==> src/rtl/regfile_write_arbiter.sv <==
// Round-robin write-port arbiter for the register file, with bulk clear and illegal-address blocking.
// Latency: an accepted request appears on A3/WD3/RegWrite one cycle after the handshake; a clear takes NREGS+1 cycles.
// Backpressure: req_ready is low while hold, clr_req or CLEAR is active. Optional bypass ports: RFWA_BYPASS_EN.
module regfile_write_arbiter #(
    parameter int NREQ  = 3,
    parameter int AW    = 4,
    parameter int DW    = 32,
    parameter int NREGS = 13
) (
    input  logic               clk,
    input  logic               rst,
    input  logic [NREQ-1:0]    req_valid,
    input  logic [NREQ*AW-1:0] req_addr,
    input  logic [NREQ*DW-1:0] req_data,
    output logic [NREQ-1:0]    req_ready,
    input  logic               hold,
    input  logic               clr_req,
    output logic [AW-1:0]      A3,
    output logic [DW-1:0]      WD3,
    output logic               RegWrite,
    output logic               busy,
    output logic               clr_done,
    output logic               err_illegal,
    output logic [7:0]         err_count
`ifdef RFWA_BYPASS_EN
    ,
    input  logic [AW-1:0]      byp_addr,
    output logic               byp_hit,
    output logic [DW-1:0]      byp_data
`endif
);

    localparam int PW = (NREQ > 1) ? $clog2(NREQ) : 1;

    typedef enum logic {ST_ARB = 1'b0, ST_CLEAR = 1'b1} state_t;

    state_t          state_q;
    logic [PW-1:0]   ptr_q, ptr_d;
    logic [AW-1:0]   cnt_q;
    logic [AW-1:0]   a3_q;
    logic [DW-1:0]   wd3_q;
    logic            we_q;
    logic            clr_done_q;
    logic            err_illegal_q;
    logic [7:0]      err_cnt_q;

    logic [NREQ-1:0] gnt;
    logic [PW-1:0]   gidx;
    logic            found;
    logic [AW-1:0]   sel_addr;
    logic [DW-1:0]   sel_data;
    logic            sel_legal;

    // First valid requester at or after ptr, wrapping; suppressed outside ARB or when stalled/clearing.
    always_comb begin
        gnt   = '0;
        gidx  = '0;
        found = 1'b0;
        for (int k = 0; k < NREQ; k++) begin
            for (int i = 0; i < NREQ; i++) begin
                if (!found && (i == (int'(ptr_q) + k) % NREQ) && req_valid[i]) begin
                    gnt[i] = 1'b1;
                    gidx   = PW'(i);
                    found  = 1'b1;
                end
            end
        end
        if (state_q != ST_ARB || hold || clr_req) begin
            gnt   = '0;
            found = 1'b0;
        end
    end

    always_comb begin
        sel_addr = '0;
        sel_data = '0;
        for (int i = 0; i < NREQ; i++) begin
            if (gnt[i]) begin
                sel_addr = req_addr[i*AW +: AW];
                sel_data = req_data[i*DW +: DW];
            end
        end
        sel_legal = (int'(sel_addr) < NREGS);
        ptr_d     = (gidx == PW'(NREQ - 1)) ? '0 : gidx + PW'(1);
    end

    always_ff @(posedge clk or negedge rst) begin
        if (!rst) begin
            state_q       <= ST_ARB;
            ptr_q         <= '0;
            cnt_q         <= '0;
            a3_q          <= '0;
            wd3_q         <= '0;
            we_q          <= 1'b0;
            clr_done_q    <= 1'b0;
            err_illegal_q <= 1'b0;
            err_cnt_q     <= '0;
        end else begin
            we_q          <= 1'b0;
            clr_done_q    <= 1'b0;
            err_illegal_q <= 1'b0;
            case (state_q)
                ST_ARB: begin
                    if (clr_req) begin
                        state_q <= ST_CLEAR;
                        cnt_q   <= '0;
                    end else if (found) begin
                        ptr_q <= ptr_d;
                        if (sel_legal) begin
                            we_q  <= 1'b1;
                            a3_q  <= sel_addr;
                            wd3_q <= sel_data;
                        end else begin
                            err_illegal_q <= 1'b1;
                            if (err_cnt_q != 8'hFF) begin
                                err_cnt_q <= err_cnt_q + 8'd1;
                            end
                        end
                    end
                end
                ST_CLEAR: begin
                    we_q  <= 1'b1;
                    a3_q  <= cnt_q;
                    wd3_q <= '0;
                    cnt_q <= cnt_q + AW'(1);
                    if (cnt_q == AW'(NREGS - 1)) begin
                        clr_done_q <= 1'b1;
                        state_q    <= ST_ARB;
                    end
                end
                default: state_q <= ST_ARB;
            endcase
        end
    end

    assign req_ready   = gnt;
    assign A3          = a3_q;
    assign WD3         = wd3_q;
    assign RegWrite    = we_q;
    assign busy        = (state_q == ST_CLEAR);
    assign clr_done    = clr_done_q;
    assign err_illegal = err_illegal_q;
    assign err_count   = err_cnt_q;

`ifdef RFWA_BYPASS_EN
    // Lets the read stage see a write the register file has not captured yet.
    assign byp_hit  = we_q && (a3_q == byp_addr);
    assign byp_data = wd3_q;
`endif

endmodule

==> config.mk <==
export PLATFORM = sky130hd
export DESIGN_NAME = regfile_write_arbiter
export DESIGN_NICKNAME = d
export VERILOG_FILES = /design/src/rtl/regfile_write_arbiter.sv
export SDC_FILE = /design/constraint.sdc
export NUM_CORES = 1
export LEC_CHECK = 0
export ABC_AREA = 1
export ABC_CLOCK_PERIOD_IN_PS = 3200
export CAP_MARGIN = 30
export CORE_ASPECT_RATIO = 0.5
export CORE_UTILIZATION = 43
export CTS_BUF_LIST = sky130_fd_sc_hd__clkbuf_4 sky130_fd_sc_hd__clkbuf_8 sky130_fd_sc_hd__clkbuf_16
export DETAILED_ROUTE_END_ITERATION = 12
export GPL_TIMING_DRIVEN = 0
export PLACE_DENSITY_LB_ADDON = 0.08
export SYNTH_ARGS = -nofsm -noshare
export SYNTH_HDL_FRONTEND = slang
export SYNTH_SLANG_ARGS = --single-unit
==> constraint.sdc <==
create_clock -name clk -period 3.2 [get_ports clk]
set_input_delay 0.48 -clock clk [delete_from_list [all_inputs] [get_ports clk]]
set_output_delay 0.48 -clock clk [all_outputs]
set_load 0.02 [all_outputs]
After elaboration in Yosys (flattened, before gate mapping)
Cells that the tools add are included.

Register bits after elaboration: 54. Input port bits: 115. Word-level logic and storage cells: 124.

Mux-type cells: 57. Bitwise operators: 3. Divide/modulo/power cells: 3. Reduce and logical (&&, ||, !) cells: 33. Add/sub/neg operators: 5. Equal/unequal tests: 13. Magnitude comparators: 1.

Operator list (number): $mux 32 (6); $eq 2x32->1 const A (3); $eq 3x32->1 const A (3); $logic_not 32->1 (3); $mod 32x3->32 const B (2); $pmux 32 s2 (1); $mod 3x3->32 const B (1); $mux 1 (30); $mux 4 (7); $logic_and 1x1->1 (17); $mux 2 (8); $pmux 4 s2 (2); $add 8x1->8 const B (1); $logic_not 1->1 (8); $ne 2x2->1 const B (4); $ne 8x8->1 const B (1); $reduce_and 3->1 (2); $reduce_and 5->1 (1); $add 4x1->4 const B (1); $eq 4x4->1 const B (1); $lt 4x4->1 const B (1); $pmux 1 s2 (2); $add 2x1->3 const B (1); $add 2x2->3 const B (1); 5 further kinds (8).

Depth between registers and ports, before layout
Word-level depth: 45. Mapped depth: 20. Gate-level depth less buffers: 18.

Worst setup path before layout
OpenSTA, ideal clock, no wires.

Path type: register -> register. From: register ptr_q[0]. To: register wd3_q[10], in the netlist WD3[10]. Arrival: 2329 ps. Period minus slack after synthesis: 2446 ps. Required time: 3083 ps. Library setup time: 117 ps. Path slack: 754 ps. Stages on the path, launching flop included: 17. Path through: dfrtp_1 -> inv_1 -> ha_1 -> nand2_1 -> nand2_1 -> nor2_4 -> nand4_1 -> a21oi_4 -> nand3_1 -> nand3_1 -> nand2_2 -> nor2_8 -> nand2_8 -> buf_12 -> buf_12 -> nand3_2 -> nand2_1.

Elaborated cells between the ends (all ways): 72. Those cells by class: add/sub: 2; div: 3; order compare: 1; eq/ne: 8; mux: 29; reduce/logical: 29.

RTL lines: start, declared (RTL line 38) `logic [PW-1:0] ptr_q, ptr_d;`; start signal, assigned (RTL line 108) `ptr_q <= ptr_d;`; branches (longest 27 deep; another with $mod 32x3->32); $mux 1 (*) (RTL line 61) `if (!found && (i == (int'(ptr_q) + k) % NREQ) && req_valid[i]) begin`; $mux 3 (*) (RTL line 68) `if (state_q != ST_ARB || hold || clr_req) begin`; net req_ready[0] (RTL line 15) `output logic [NREQ-1:0] req_ready,`; branches (longest 7 deep; another with $lt 4x4->1); end signal, assigned (RTL line 112) `wd3_q <= sel_data;`; end, declared (RTL line 41) `logic [DW-1:0] wd3_q;`.

Mark *: on every way through the listed nets, which the timed path passes. The select of a mux whose other input is x is not followed. A chain may end at the register's enable or synchronous reset.

Worst setup path in the final report
From: register ptr_q[0]. To: output req_ready[2].

Cells in the longest elaborated chain, start to end: 37. Elaborated cells between the ends (all ways): 51. Those cells by class: add/sub: 2; div: 3; eq/ne: 6; mux: 12; reduce/logical: 28.

RTL lines (RTL line): branches (longest 35 deep; another with $mod 32x3->32); $mux 1 (*) (61); $mux 3 (*) (68); end, declared (15).

Every way passes the cells marked *.

==> impl_metrics.env <==
export IMPL_status="finished clean"
export IMPL_fin_ws_ns=0.234
export IMPL_synthesis_area_mm2=0.00368
export IMPL_drive_above_1_share_pct=12.2
export IMPL_wirelength_um=10500
export IMPL_clockRootBuffer="clkbuf_16"
export IMPL_finalPower_mw=2.67
export IMPL_rows=23
export IMPL_grtUsageTotal_pct=24.7
export IMPL_power_internal_mw=1.65
export IMPL_path_class="flip-flop to output port"
export IMPL_p_seq_share_pct=32.2
export IMPL_viasPerCell=4.80
export IMPL_drc=0
export IMPL_finalHoldViolations=0
export IMPL_n_antenna_cell=0
export IMPL_core_area_mm2=0.00814
export IMPL_synth_fp_nets=618
export IMPL_drv_slew=0
export IMPL_gr_usage_met3_pct=6.91
export IMPL_start_kind="flip-flop"
export IMPL_ys_seq_area_share_pct=36.7
export IMPL_slowest_stage="dfrtp_1"
export IMPL_max_cap_violations=0
export IMPL_gp_congestion=0.806
export IMPL_path_buf_inv=4
export IMPL_power_switching_mw=1.02
export IMPL_first_pass_iters=4
export IMPL_detail_route_antenna_nets=0
export IMPL_port_buffers=165
export IMPL_setup_viol=0
export IMPL_synth_area_leader_cell="dfrtp_1"
export IMPL_numCtsBuffers=5
export IMPL_cts_tree="done"
export IMPL_period_share_pct=92.7
export IMPL_globalRouteOverflowTotal=0
export IMPL_worstPathRequired_ns=2.72
export IMPL_rsz0062_at_grt="false"
export IMPL_ir_drop_mv=0.285
export IMPL_cts_setup_buffers=0
export IMPL_yosysTopAreaCellShare_pct=36.7
export IMPL_grt_pass1_vias=3551
export IMPL_vias=3757
export IMPL_swShare_pct=38.3
export IMPL_dp_hpwl_um=7990
export IMPL_clock_skew_ns=0.00787
export IMPL_endpoint_kind="output port"
export IMPL_placed_area_mm2=0.00549
export IMPL_period_minus_slack_ns=2.97
export IMPL_synthTopCellsByArea="dfrtp_1, nand2_1, nand3_2"
export IMPL_tns_ns=0
export IMPL_fp_dieH_um=67.4
export IMPL_wl_per_cell_um=13.4
export IMPL_crit_top_cell="nand2_1"
export IMPL_layout_cells_non_filler=783
export IMPL_die_area_mm2=0.00896
export IMPL_h_tree_depth=2
export IMPL_ys_seq_elements=54
export IMPL_clockPowerShare_pct=23.2
export IMPL_slowest_delay_ns=0.37
export IMPL_syn_avg_cell_area_um2=7.39
export IMPL_clk_pin_slew_ns=0.07
export IMPL_synth_warnings=0
export IMPL_cp_cell_sequence="inv_1, ha_1, nand2_1, nand2_1, nor2_4, nand3_1, nor2_2, nand3_2, nand2_2, nand2_4, clkinv_2, buf_6, clkdlybuf4s15_1"
export IMPL_cts_sinks=54
export IMPL_fmax_mhz=337
export IMPL_busiest_layer="met2"
export IMPL_use_met1_pct=30.2
export IMPL_min_path_type="input port to async pin"
export IMPL_slew_headroom_pct=67.7
export IMPL_arrival_ns=2.49
export IMPL_ys_types=32
export IMPL_die_w_um=133
export IMPL_drt_initial_drc_count=179
export IMPL_start_util_pct=45.2
export IMPL_p_leak_nw=2.69
export IMPL_tightest_slew_ns=0.484
export IMPL_syn2layout_area_growth_pct=53.6
export IMPL_clockBufferDepth=2
export IMPL_grt_max_degree=40
export IMPL_insertion_delay_ns=0.30
export IMPL_place_inst=776
export IMPL_final_area_mm2=0.00565
export IMPL_syn_instance_count=498
export IMPL_grt_pass1_wl_um=17100
export IMPL_nets=790
export IMPL_antenna_found_initial=0
export IMPL_dp_slack_ns=-0.313
export IMPL_ios=166
export IMPL_pwr_share_comb_pct=44.6
export IMPL_cp_max_fo=19
export IMPL_power_per_cell_area_mw_per_mm2=472
export IMPL_crit_family="simple AND/OR/NAND/NOR gates"
export IMPL_use_met2_pct=43.8
-- placed cells by master (no fill, tap or decap), drive strengths merged, types with 5 or more instances in the layout --
| cell | count |
|---|---|
| o21ai | 40 |
| buf | 17 |
| nand3 | 58 |
| a21oi | 34 |
| clkbuf | 14 |
| nor2 | 45 |
| clkdlybuf4s50 | 162 |
| inv | 51 |
| dfrtp | 54 |
| ha | 5 |
| nand2 | 167 |
| nand4 | 10 |
-- metrics by stage --
stage / utilization [%] / hold WS [ns]
global placement: 67.2 / 0.453
finish: 69.4 / 0.109
CTS: 69.4 / 0.115
floorplan: - / 0.184
global route: 69.4 / 0.136
detailed placement: 67.4 / 0.439
-- flip-flops by register name, summed over array words and instances (netlist names) --
register	flops
RegWrite	1
WD3	32
ptr_q	2
err_count	8
clr_done	1
err_illegal	1
cnt_q	4
busy	1
A3	4
-- final timing paths --
path / from / end / slack [ns] / depth (start not counted)
max: ptr_q[0] / req_ready[2] / 0.23 / 13
min: rst / err_count[3] / 0.11 / 1
max reg2reg: ptr_q[0] / WD3[10] / 0.42 / 20
min reg2reg: WD3[28] / WD3[28] / 0.47 / 2
max in group asynchronous: rst / WD3[22] / 2.55 / 2
min in group clk: WD3[28] / WD3[28] / 0.47 / 2
-- final cells by class --
| type | instances | area (µm²) |
|---|---|---|
| Multi-Input combinational cell | 368 | 1960 |
| Tap cell | 112 | 140 |
| Clock inverter | 3 | 40.0 |
| Buffer | 23 | 184 |
| Inverter | 52 | 196 |
| Clock buffer | 5 | 125 |
| Timing Repair Buffer | 166 | 1660 |
| Fill cell | 691 | 2490 |
| Sequential cell | 54 | 1350 |
-- logic make-up after synthesis --
| logic type | Yosys count | share of synthesized area (%) |
|---|---|---|
| and+or+nand+nor | 283 | 39.4 |
| buffers and inverters | 76 | 10.4 |
| AOI/OAI and AO/OA | 75 | 10.7 |
| DFF | 54 | 36.7 |
| xor gates and xnor gates | 5 | 1.19 |
| adders and majority gates | 5 | 1.70 |
-- power groups by stage --
stage                     clock, mW  combinational [mW]  sequential [mW]
after floorplan                   0               0.648            0.939
after global placement            0                1.16            0.865
after detailed placement          0                1.19            0.869
after CTS                     0.629                1.20            0.860
after global routing          0.651                1.32            0.871
final                         0.620                1.19            0.861
-- Yosys cell counts --
cell type  instances
buf_6              1
a21oi_4            1
clkbuf_1           8
inv_2              3
nand4_1           10
buf_12             4
dfrtp_1           54
nor2_8             2
buf_4              4
inv_1             48
nand3_2           31
nor2_1            39
and2_1             1
o21bai_2           1
nand2_4            3
nor3b_1            1
xor2_1             3
buf_1              1
ha_1               5
or2_1              1
nand2_1          155
nand2_8            2
o21ai_1            1
nand3_1           27
xnor2_1            2
nor2_4             2
buf_2              6
o21ai_0           39
nand2_2            7
nor2_2             2
clkinv_2           1
a21oi_1           33
-- metal layers --
metal / vias up / share of wire [%]
li1: 1934 / -
met1: 1709 / 44
met2: 107 / 48
met3: 7 / 6.5
met4: 0 / 0.94
met5: - / 0
-- timing repair --
action                                  CTS  global route
cloned                                    0             0
hold buffers                              0             0
endpoints found under the setup margin    2             2
gates resized for setup                   4             4
No activity file was read; power rests on OpenSTA's default activity.
